File: config.mk
export PLATFORM = sky130hd
export DESIGN_NAME = uart_word_packer
export DESIGN_NICKNAME = d
export VERILOG_FILES = /design/src/rtl/uart_word_packer.sv
export SDC_FILE = /design/constraint.sdc
export NUM_CORES = 1
export LEC_CHECK = 0
export BUFFER_PORTS_ARGS = -buffer_cell sky130_fd_sc_hd__buf_2
export CORE_MARGIN = 10
export CORE_UTILIZATION = 57
export DETAILED_ROUTE_END_ITERATION = 8
export GPL_ROUTABILITY_DRIVEN = 1
export PLACE_DENSITY = 0.76
export SLEW_MARGIN = 20
export SYNTH_ARGS = -nofsm -noshare
export SYNTH_HDL_FRONTEND = slang
export SYNTH_SLANG_ARGS = --single-unit
File: constraint.sdc
create_clock -name clk -period 2.9 [get_ports clk]
set_input_delay 0.58 -clock clk [delete_from_list [all_inputs] [get_ports clk]]
set_output_delay 0.58 -clock clk [all_outputs]
set_load 0.02 [all_outputs]
File: src/rtl/uart_word_packer.sv
// Packs UART byte strobes into 32-bit words and queues them in a small FIFO for a valid/ready consumer.
// Define UART_PACKER_BIG_ENDIAN_EN to place the first byte in word[31:24] instead of word[7:0].
module uart_word_packer #(
    parameter int FIFO_DEPTH = 4,
    parameter int TIMEOUT    = 64
) (
    input  logic                          clk,
    input  logic                          rst_n,
    input  logic                          byte_valid,
    input  logic [7:0]                    byte_data,
    output logic                          word_valid,
    output logic [31:0]                   word_data,
    input  logic                          word_ready,
    output logic [$clog2(FIFO_DEPTH):0]   fifo_level,
    output logic                          overflow,
    input  logic                          clr_overflow,
    output logic                          partial_drop
);
    localparam int LW = $clog2(FIFO_DEPTH);
    localparam int CW = $clog2(TIMEOUT);

    logic [1:0]    index_reg;
    logic [31:0]   shift_reg;
    logic [CW-1:0] count_reg;
    logic [31:0]   mem [FIFO_DEPTH];
    logic [LW-1:0] rd_ptr_reg;
    logic [LW-1:0] wr_ptr_reg;
    logic [LW:0]   level_reg;
    logic          overflow_reg;
    logic          partial_drop_reg;

    logic [1:0]    lane_sel;
    logic [31:0]   word_next;
    logic          complete;
    logic          full;
    logic          pop;
    logic          push;
    logic          expire;

`ifdef UART_PACKER_BIG_ENDIAN_EN
    assign lane_sel = 2'd3 - index_reg;
`else
    assign lane_sel = index_reg;
`endif

    // The incoming byte is merged into its lane so a completed word can be pushed on the 4th byte's cycle.
    generate
        for (genvar gi = 0; gi < 4; gi++) begin : g_lane
            assign word_next[8*gi +: 8] = (lane_sel == 2'(gi)) ? byte_data : shift_reg[8*gi +: 8];
        end
    endgenerate

    assign complete = byte_valid & (index_reg == 2'd3);
    assign full     = (level_reg == (LW+1)'(FIFO_DEPTH));
    assign pop      = word_valid & word_ready;
    assign push     = complete & (~full | pop);
    assign expire   = (index_reg != 2'd0) & ~byte_valid & (count_reg == CW'(TIMEOUT - 1));

    always_ff @(posedge clk or negedge rst_n) begin
        if (!rst_n) begin
            index_reg        <= 2'd0;
            shift_reg        <= '0;
            count_reg        <= '0;
            rd_ptr_reg       <= '0;
            wr_ptr_reg       <= '0;
            level_reg        <= '0;
            overflow_reg     <= 1'b0;
            partial_drop_reg <= 1'b0;
        end else begin
            if (byte_valid) begin
                index_reg <= index_reg + 2'd1;
                shift_reg <= complete ? '0 : word_next;
                count_reg <= '0;
            end else if (expire) begin
                index_reg <= 2'd0;
                shift_reg <= '0;
                count_reg <= '0;
            end else if (index_reg != 2'd0) begin
                count_reg <= count_reg + CW'(1);
            end else begin
                count_reg <= '0;
            end
            partial_drop_reg <= expire;

            if (push) wr_ptr_reg <= wr_ptr_reg + LW'(1);
            if (pop)  rd_ptr_reg <= rd_ptr_reg + LW'(1);
            if (push && !pop)      level_reg <= level_reg + (LW+1)'(1);
            else if (pop && !push) level_reg <= level_reg - (LW+1)'(1);

            // A fresh drop outranks a clear arriving in the same cycle.
            if (complete && full && !pop) overflow_reg <= 1'b1;
            else if (clr_overflow)        overflow_reg <= 1'b0;
        end
    end

    always_ff @(posedge clk) begin
        if (push) mem[wr_ptr_reg] <= word_next;
    end

    assign word_valid   = (level_reg != '0);
    assign word_data    = word_valid ? mem[rd_ptr_reg] : '0;
    assign fifo_level   = level_reg;
    assign overflow     = overflow_reg;
    assign partial_drop = partial_drop_reg;
endmodule

==> impl_metrics.csv <==
group,metric,value,unit
logic_synthesis,synth.cell_area,7410,µm²
logic_synthesis,ys_async_sr_fraction,27.7,%
clock_tree,cts-root-to-sink-buffers,2,
logic_synthesis,ys_seq_area_share,68.4,%
place,dp_worst_setup_slack,536,ps
setup_path,worst_r2r_endpoint,"fifo_level[2]",
logic_synthesis,synth.avg_cell_area,16.7,µm²
grt,gr-total-overflow,0,
finish,num_antenna_cells,0,
floorplan,dieWidth,134,µm
clock_tree,cts.hold.buffers_added,0,
place,port_buffers,50,
route,routed-via-count,3895,
finish,largest_register_ff_count,128,
grt,gr-usage-all-layers,17.0,%
logic_synthesis,post-synth-top-area-cell,"sky130_fd_sc_hd__edfxtp_1",
clock_tree,postCtsSetupBuffers,0,
setup_path,worstPathArrival,2030,ps
timing,grt_setup_unrepaired,"no",
power_and_ir_drop,power_report.internal_total,5.75,mW
clock_tree,h-tree-depth,4,
route,detail_route.wl_per_cell,20.4,µm
timing,post_route_setup_tns,0,ps
place,place.detailed.hpwl,8800,µm
power_and_ir_drop,combPwrFrac,32.5,%
floorplan,fp-row-count,41,
logic_synthesis,synth-warning-count,0,
logic_synthesis,synth_cell_types,29,
route,dr.pass1.iters,4,
timing,setup_viol,0,
logic_synthesis,synth_top_flop_cell,"sky130_fd_sc_hd__edfxtp_1",
setup_path,timing.critical_path.slowest_stage_cell,"sky130_fd_sc_hd__mux4_2",
logic_synthesis,synth.most_common_cell,"sky130_fd_sc_hd__edfxtp_1",
grt,grt_start_max_net_pins,35,
route,antenna_viol_nets_final,0,
route,wirelength,14100,µm
clock_tree,cts_buffers,17,
setup_path,worstSetupStartpointType,"flop",
power_and_ir_drop,cellPowerDensity,986,nW/µm²
floorplan,io_pins,51,
setup_path,critical_path_class,"flop to output port",
setup_path,worst_setup_path_end_kind,"output port",
floorplan,floorplan.die_area,18000,µm²
clock_tree,postCtsResizedCells,0,
timing,fin_worst_skew,7.19,ps
setup_path,r2r_cells,10,
power_and_ir_drop,share_seq_of_total_power,40.4,%
power_and_ir_drop,vdd_drop_max,0.546,mV
setup_path,cpLargestDelayFamily,"multiplexers",
clock_tree,clkLatencyLatePin,430,ps
power_and_ir_drop,power.leakage,3.19,nW
run,number_of_max_cap_violations,0,
clock_tree,cts_tree,"done",
setup_path,critical_path_required,2320,ps
grt,grt_pass1_vias,4269,
floorplan,core_area,12700,µm²
setup_path,path_cells,"buf_4, mux4_2, and2_1, buf_2",
clock_tree,clockRootBuffer,"sky130_fd_sc_hd__clkbuf_16",
floorplan,floorplan.die.height,134,µm
setup_path,critical_path_peak_fanout,19,
power_and_ir_drop,switching_share,31.1,%
finish,layout_stage_area_growth_over_the_synthesis_result,14.2,%
timing,worstMarginPinSlew,765,ps
logic_synthesis,synth.cells.most_frequent,"sky130_fd_sc_hd__edfxtp_1, sky130_fd_sc_hd__nand2b_1, sky130_fd_sc_hd__dfrtp_1",
timing,timing.max_slew.rel_slack,49.0,%
power_and_ir_drop,switching_power,2.59,mW
route,drc_errors,0,
logic_synthesis,synth_top_cell_area_share,51.9,%
setup_path,cpPeakStageDelay,550,ps
logic_synthesis,synth_edf_count,128,
logic_synthesis,net_count_synth,468,
finish,drive_gt1_share,31.5,%
timing,final_critical_path_setup_slack,287,ps
timing,timing.final.crit_period,2610,ps
logic_synthesis,synthTopCellsByArea,"sky130_fd_sc_hd__edfxtp_1, sky130_fd_sc_hd__dfrtp_1, sky130_fd_sc_hd__mux4_2, sky130_fd_sc_hd__mux2_2, sky130_fd_sc_hd__nand2b_1",
timing,final_min_period_over_clock_period,90.1,%
timing,finalHoldViolCount,0,
status,run_status,"completed",
route,avgViaCountPerCell,5.65,
clock_tree,cts.reportedPaths.clkPinSlew,60,ps
finish,final_net_count,528,
grt,antenna_found_initial,0,
clock_tree,clock-sinks,177,
hold_path,min_path_type,"input port to async pin",
route,detailedRoute.firstIterationViolations,324,
timing,fmax,0.383,GHz
grt,wire_length_of_the_first_global_routing_pass,23200,µm
setup_path,rrSetupSlack,620,ps
power_and_ir_drop,proportion_of_power_drawn_by_the_clock_network,27.1,%
setup_path,rr_startpoint,"index_reg[0]",
logic_synthesis,postSynthRegisterBits,177,
timing,final_max_slew_viol_count,0,
place,place_congestion,0.766,
floorplan,initial_utilization,58.5,%
logic_synthesis,post_synth_inst_count,444,
setup_path,critical_path.n_buffers_inverters,2,
finish,num-fill-cells,859,
logic make-up after synthesis:
logic type / Yosys count / share of synthesized area (%)
XOR/XNOR: 9 / 1.06
multiplexers: 66 / 14.9
adder cells (fa/ha/maj): 11 / 1.96
AO/OA/AOI/OAI: 31 / 2.16
flip-flops: 177 / 68.4
buffers and inverters: 32 / 1.91
AND/OR/NAND/NOR: 118 / 9.61
through the flow:
stage | power, mW | hold slack (ps) | util [%] | instances | cell area (µm²)
after global routing | 8.80 | 118 | 66.8 | 689 | 8470
after global placement | 6.09 | 490 | 62.2 | 657 | 7880
after CTS | 8.44 | 112 | 66.8 | 689 | 8470
after floorplan | 5.36 | 284 | - | 444 | 7410
final | 8.35 | 108 | 66.8 | 689 | 8470
after detailed placement | 6.19 | 499 | 62.2 | 657 | 7880
layer usage:
metal  GRT usage [%]  wire length (µm)
met2            27.4              7120
met1            21.2              5930
met4            6.41               158
met3            5.19               856
met5               0                 0
power by group through the flow:
| stage | registers (mW) | clock network, mW | logic (mW) |
|---|---|---|---|
| after floorplan | 3.39 | 0 | 1.97 |
| after global placement | 3.39 | 0 | 2.70 |
| after detailed placement | 3.42 | 0 | 2.77 |
| after CTS | 3.37 | 2.29 | 2.78 |
| after global routing | 3.41 | 2.41 | 2.99 |
| final | 3.37 | 2.26 | 2.72 |
worst max path at each step:
stage | start | to | slack, ps | depth (start not counted)
2_1_floorplan | index_reg[0] | mem[0][0] | 550 | 5
6_report | rd_ptr_reg[0] | word_data[17] | 290 | 4
4_1_cts | rd_ptr_reg[0] | word_data[17] | 240 | 4
3_5_place_dp | word_ready | fifo_level[1] | 540 | 8
3_3_place_gp | word_ready | fifo_level[1] | 580 | 8
5_1_grt | rd_ptr_reg[0] | word_data[12] | 150 | 4
layout make-up:
class                   count  area, µm²  share of cell area [%]
flip-flops and latches    177       5070                    59.9
multi-input cells         235       2200                    26.0
well taps                 172        215                    2.54
repair buffers             65        363                    4.29
clock inverters            11        138                    1.63
inverters                   8       30.0                   0.355
clock buffers              21        450                    5.32
layout by cell type (no fill, tap or decap), types with 6 or more instances in the layout:
cell                        count
sky130_fd_sc_hd__buf_2         50
sky130_fd_sc_hd__mux4_2        32
sky130_fd_sc_hd__inv_1          8
sky130_fd_sc_hd__nand2_1        6
sky130_fd_sc_hd__and2_1        36
sky130_fd_sc_hd__clkbuf_16     17
sky130_fd_sc_hd__o21ai_0       27
sky130_fd_sc_hd__nand2b_1      50
sky130_fd_sc_hd__mux2_2        34
sky130_fd_sc_hd__dfrtp_1       48
sky130_fd_sc_hd__nor2_1         6
sky130_fd_sc_hd__edfxtp_1     128
sky130_fd_sc_hd__buf_4         15
sky130_fd_sc_hd__and3_1         8
sky130_fd_sc_hd__ha_1          10
worst register-to-register path: cells and delay by family, from the launching register on:
family,cells,cell delay [ps]
DFF,1,400
and+or+nand+nor,3,500
xor gates and xnor gates,2,320
buffers and inverters,2,220
adders and majority gates,3,770
Note: power is estimated with default switching activity, not from simulation.
